**config.mk**
```make
export PLATFORM = sky130hd
export DESIGN_NAME = avst_ram_writer
export DESIGN_NICKNAME = d
export VERILOG_FILES = /design/src/rtl/avst_pkg.sv /design/src/rtl/avst_ram_writer.sv
export SDC_FILE = /design/constraint.sdc
export NUM_CORES = 1
export LEC_CHECK = 0
export BUFFER_PORTS_ARGS = -buffer_cell sky130_fd_sc_hd__buf_2
export CORE_UTILIZATION = 40
export CTS_CLUSTER_SIZE = 28
export DETAILED_ROUTE_END_ITERATION = 8
export PLACE_DENSITY = 0.66
export SLEW_MARGIN = 20
export SYNTH_ARGS = -nofsm -noshare
export SYNTH_HDL_FRONTEND = slang
export SYNTH_SLANG_ARGS = --single-unit
```
**constraint.sdc**
```tcl
create_clock -name clk -period 3.1 [get_ports clk]
set_input_delay 0.31 -clock clk [delete_from_list [all_inputs] [get_ports clk]]
set_output_delay 0.31 -clock clk [all_outputs]
set_load 0.05 [all_outputs]
```
**src/rtl/avst_pkg.sv**
```systemverilog
// Shared types and constants for the Avalon-ST to RAM packet writer.
// Holds the FSM state encoding, error bit positions and default sizes.
package avst_pkg;

  typedef enum logic [1:0] {
    ST_IDLE = 2'd0,
    ST_RECV = 2'd1,
    ST_DROP = 2'd2,
    ST_FULL = 2'd3
  } state_t;

  localparam int ERR_NOSOP   = 0;
  localparam int ERR_SOP_MID = 1;
  localparam int ERR_OVF     = 2;

  localparam int DEF_WIDTH  = 32;
  localparam int DEF_ADDR_W = 10;
  localparam int CNT_W      = 10;

endpackage

```
**src/rtl/avst_ram_writer.sv**
```systemverilog
// Avalon-ST sink that stores whole packets into an external single-port RAM
// and reports each committed packet's base address, length and empty count.
module avst_ram_writer
  import avst_pkg::*;
#(
  parameter int WIDTH   = DEF_WIDTH,
  parameter int ADDR_W  = DEF_ADDR_W,
  parameter int EMPTY_W = 2
) (
  input  logic               clk,
  input  logic               rst,
  input  logic               clear,
  input  logic [WIDTH-1:0]   snk_data,
  input  logic               snk_valid,
  output logic               snk_ready,
  input  logic               snk_sop,
  input  logic               snk_eop,
  input  logic [EMPTY_W-1:0] snk_empty,
  output logic [ADDR_W-1:0]  ram_addr,
  output logic [WIDTH-1:0]   ram_data,
  output logic               ram_wren,
  output logic               pkt_done,
  output logic [ADDR_W-1:0]  pkt_base,
  output logic [ADDR_W:0]    pkt_len,
  output logic [EMPTY_W-1:0] pkt_empty,
  output logic [2:0]         err,
  output logic [15:0]        leds
);

  localparam logic [ADDR_W:0] LAST_PTR = (ADDR_W+1)'((1 << ADDR_W) - 1);
  localparam logic [ADDR_W:0] END_PTR  = (ADDR_W+1)'(1 << ADDR_W);

  state_t             state;
  logic [ADDR_W:0]    wr_ptr;
  logic [ADDR_W:0]    pkt_start;
  logic [ADDR_W:0]    beat_cnt;
  logic [CNT_W-1:0]   pkt_count;

  logic               acc;
  logic               start_beat;
  logic               cont_beat;
  logic               wr_beat;
  logic [ADDR_W:0]    wr_addr;
  logic               at_end;
  logic [ADDR_W:0]    cnt_next;

  assign snk_ready = (state != ST_FULL);
  assign leds      = {state, (state == ST_FULL), err, pkt_count};

  // A sop inside a packet restarts it at pkt_start, so the write address is
  // selected before the beat classification is used by the FSM.
  always_comb begin
    acc        = snk_valid & snk_ready;
    start_beat = acc & snk_sop & ((state == ST_IDLE) | (state == ST_RECV));
    cont_beat  = acc & ~snk_sop & (state == ST_RECV);
    wr_beat    = start_beat | cont_beat;
    if ((state == ST_RECV) && snk_sop) begin
      wr_addr = pkt_start;
    end else begin
      wr_addr = wr_ptr;
    end
    at_end = (wr_addr == LAST_PTR);
    if (start_beat) begin
      cnt_next = (ADDR_W+1)'(1);
    end else begin
      cnt_next = beat_cnt + (ADDR_W+1)'(1);
    end
  end

  // Packet FSM with registered RAM write port and commit reporting.
  always_ff @(posedge clk) begin
    if (rst) begin
      state     <= ST_IDLE;
      wr_ptr    <= '0;
      pkt_start <= '0;
      beat_cnt  <= '0;
      ram_wren  <= 1'b0;
      ram_addr  <= '0;
      ram_data  <= '0;
      pkt_done  <= 1'b0;
      pkt_base  <= '0;
      pkt_len   <= '0;
      pkt_empty <= '0;
      err       <= 3'b000;
      pkt_count <= '0;
    end else if (clear) begin
      state    <= ST_IDLE;
      wr_ptr   <= '0;
      ram_wren <= 1'b0;
      pkt_done <= 1'b0;
    end else begin
      ram_wren <= wr_beat;
      pkt_done <= 1'b0;
      if (wr_beat) begin
        ram_addr <= wr_addr[ADDR_W-1:0];
        ram_data <= snk_data;
      end
      case (state)
        ST_IDLE, ST_RECV: begin
          if (wr_beat) begin
            beat_cnt <= cnt_next;
            if (start_beat) begin
              pkt_start <= wr_addr;
            end
            if (start_beat && (state == ST_RECV)) begin
              err[ERR_SOP_MID] <= 1'b1;
            end
            if (snk_eop) begin
              pkt_done  <= 1'b1;
              pkt_base  <= start_beat ? wr_addr[ADDR_W-1:0] : pkt_start[ADDR_W-1:0];
              pkt_len   <= cnt_next;
              pkt_empty <= snk_empty;
              pkt_count <= pkt_count + CNT_W'(1);
              wr_ptr    <= wr_addr + (ADDR_W+1)'(1);
              state     <= at_end ? ST_FULL : ST_IDLE;
            end else if (at_end) begin
              // Last word reached mid-packet: rewind so the slot is reused.
              err[ERR_OVF] <= 1'b1;
              wr_ptr       <= start_beat ? wr_addr : pkt_start;
              state        <= ST_DROP;
            end else begin
              wr_ptr <= wr_addr + (ADDR_W+1)'(1);
              state  <= ST_RECV;
            end
          end else if (acc) begin
            err[ERR_NOSOP] <= 1'b1;
            state          <= snk_eop ? ST_IDLE : ST_DROP;
          end else begin
            state <= state;
          end
        end
        ST_DROP: begin
          if (acc && snk_eop) begin
            state <= (wr_ptr == END_PTR) ? ST_FULL : ST_IDLE;
          end else begin
            state <= ST_DROP;
          end
        end
        ST_FULL: begin
          state <= ST_FULL;
        end
        default: begin
          state <= ST_IDLE;
        end
      endcase
    end
  end

endmodule
```
==> metrics.txt <==
status finished clean; synthesized cell area approximately 5200 um2; Vias between 5000 and 6000; Worst setup SP type register; most frequent cells in the layout buf_2 (126), nand2_1 (121), dfxtp_1 (114); HPWL after DPL 9.64 mm; Seq/Total Area, Yosys 0.443; crit-path cells nand3b_1 > mux2i_1 > inv_1 > ha_1 > nand4_1 > or4_1 > o31a_1 > buf_4 > or2_0 > a31oi_1; crit path kind reg -> reg; Critical path buffers and inverters 2; final-report max-slew violation count 0; shortest period the worst path allows 2870 ps; global-route wire length before repair approximately 23 mm; WL final 14.1 mm; final cycle utilization of the critical path 0.924; ant diodes 0; H-tree levels 4; async set-reset flop share out of synthesis 0; initial DRC count approximately 390; leakage ~2.7 nW; final std cell area, no fill roughly 6600 um2; crit path launch state[0]; max_slew headroom 0.295; critical hold path startpoint snk_data[4]; Hold Fails Final Rpt 0; layout cells sized above 1 0.241; synth unique cells between 50 and 60; Die X roughly 120 um; worst path required time ~3400 ps; final setup vio count 0; HP Class in -> reg; number of flops mapped to enable cells by yosys 0; Final Skew roughly 10 ps; PD cells a little over 600 nW/um2; Fillers ~1200; Via-to-Cell Ratio between 5 and 6; initial cell density of the core 0.411; CTS resizes 0; latest clock arrival within the worst-skew pair 410 ps; FP Rows 41; crit-path leading delay family simple AND/OR/NAND/NOR gates; total CTS buffers 17; max cap viols 0; CP arrival approximately 3200 ps; Crit Path Max Fanout 11; post-synthesis register bit count 115; Reg clk slew, reported paths about 60 ps; Seq. cell area about 2300 um2; vias in the first global route between 4000 and 5000; # hold bufs at CTS 0; setup tns final 0 ps; RR Startpoint state[0]; initial antenna violation count 0; Area Growth Syn to Fin 26.4%; synth warn 0; CP Capture Type register; Wirelength per Cell 15.0 um; Overall Global Routing Usage 0.216; RSZ-0062 raised after global routing no; deepest clock path buffer count 2; Die Y roughly 120 um; dominant synthesized flop cell dfxtp_1; PortBufs 126; Placement Cell Area roughly 6000 um2; Post-Synthesis Cells roughly 650; Pwr Total 0.00400 W; TritonCTS clock tree built; Worst path max stage delay ~530 ps; Ports about 130; CTS root buf clkbuf_16; Clock Sinks 115; Final #Nets 796; CORE AREA approximately 13000 um2; total grt overflow 0; DR DRC count 0; ANT nets after route 0; drt pass-1 iters 5; Crit-path slowest cell dfxtp_1; placed cells ~900; Post-CTS Setup Bufs 0; FMAX between 0.3 and 0.4 GHz; non-filler cells, final around 940; area of the multi-input gates 2620 um2; largest net degree at the start of global routing 102; most common cell after layout, fill and taps aside buf_2; die area roughly 13000 um2; syn_nets 690; worst-margin pin slew 1060 ps; VDD IR max around 0.33 mV; Synth Area per Inst approximately 8.0 um2; gp weighted congestion between 0.9 and 1
[area by class of cell]
| type | instances | share of cell area |
|---|---|---|
| clock buffers | 22 | 0.0738 |
| clock inverters | 10 | 0.0233 |
| inverters | 15 | 0.00858 |
| multi-input cells | 463 | 0.399 |
| flip-flops and latches | 115 | 0.351 |
| well taps | 172 | 0.0328 |
| repair buffers | 140 | 0.112 |
[synthesized netlist by cell type (all sizes together), types with 4 or more instances]
library cell	count	area, um2
dfxtp	115	2300
nand2	121	454
a22oi	4	30.0
a21oi	60	300
nor4	8	50.1
ha	4	50.1
buf	14	86.3
nor3	5	25.0
clkbuf	39	148
a31oi	7	43.8
o31ai	4	43.8
a211oi	20	150
nor2	71	267
o21ai	22	110
xor2	13	114
nand4	13	81.3
inv	15	56.3
and4	4	35.0
nand3	21	105
a311oi	10	87.6
o211ai	5	37.5
mux2i	12	120
nand3b	8	60.1
xnor2	14	123
[where the power goes]
group	switching, W	internal [W]
registers	0.0000392	0.00152
logic	0.000262	0.000103
clock network	0.000657	0.00142
total	0.000959	0.00305
[per-layer routing]
layer  part of all wire  track usage
met3              0.056       0.0675
met5                  0            0
met1               0.46        0.280
met2               0.47        0.338
met4              0.010       0.0778
[worst reg2reg max path: stages (launching register included)]
cell      delay (ps)
dfxtp_1          530
nand3b_1         250
mux2i_1          190
inv_1             70
ha_1             250
nand4_1          200
or4_1            530
o31a_1           190
buf_4            210
or2_0            220
a31oi_1          160
[state kept, by name, indices dropped and copies added, names as in the netlist]
signal     cells
beat_cnt      11
wr_ptr        11
pkt_count     10
err            3
pkt_done       1
ram_data      32
state          2
pkt_len       11
pkt_start     11
ram_wren       1
pkt_base      10
pkt_empty      2
ram_addr      10
[stage by stage]
stage / hold slack, ps / util / setup slack (ps)
final: 130 / 0.520 / 234
after global routing: 118 / 0.520 / 30.4
after CTS: 112 / 0.520 / 241
after detailed placement: 445 / 0.469 / 262
after global placement: 440 / 0.469 / 409
after floorplan: 430 / - / 46.1
[cells by family after synthesis]
group / share of synthesized area
xor+xnor: 0.0456
compound gates: 0.179
simple gates: 0.241
flops: 0.443
fa+ha+maj: 0.00964
buf+inv: 0.0559
mux: 0.0253
[path summary, 6_finish.rpt]
kind	end	slack, ps	cells after the start
max	wr_ptr[3]	230	10
min	ram_data[4]	130	3
max reg2reg	wr_ptr[3]	230	10
min reg2reg	ram_data[6]	450	2
(Power assumes the default switching activity.)
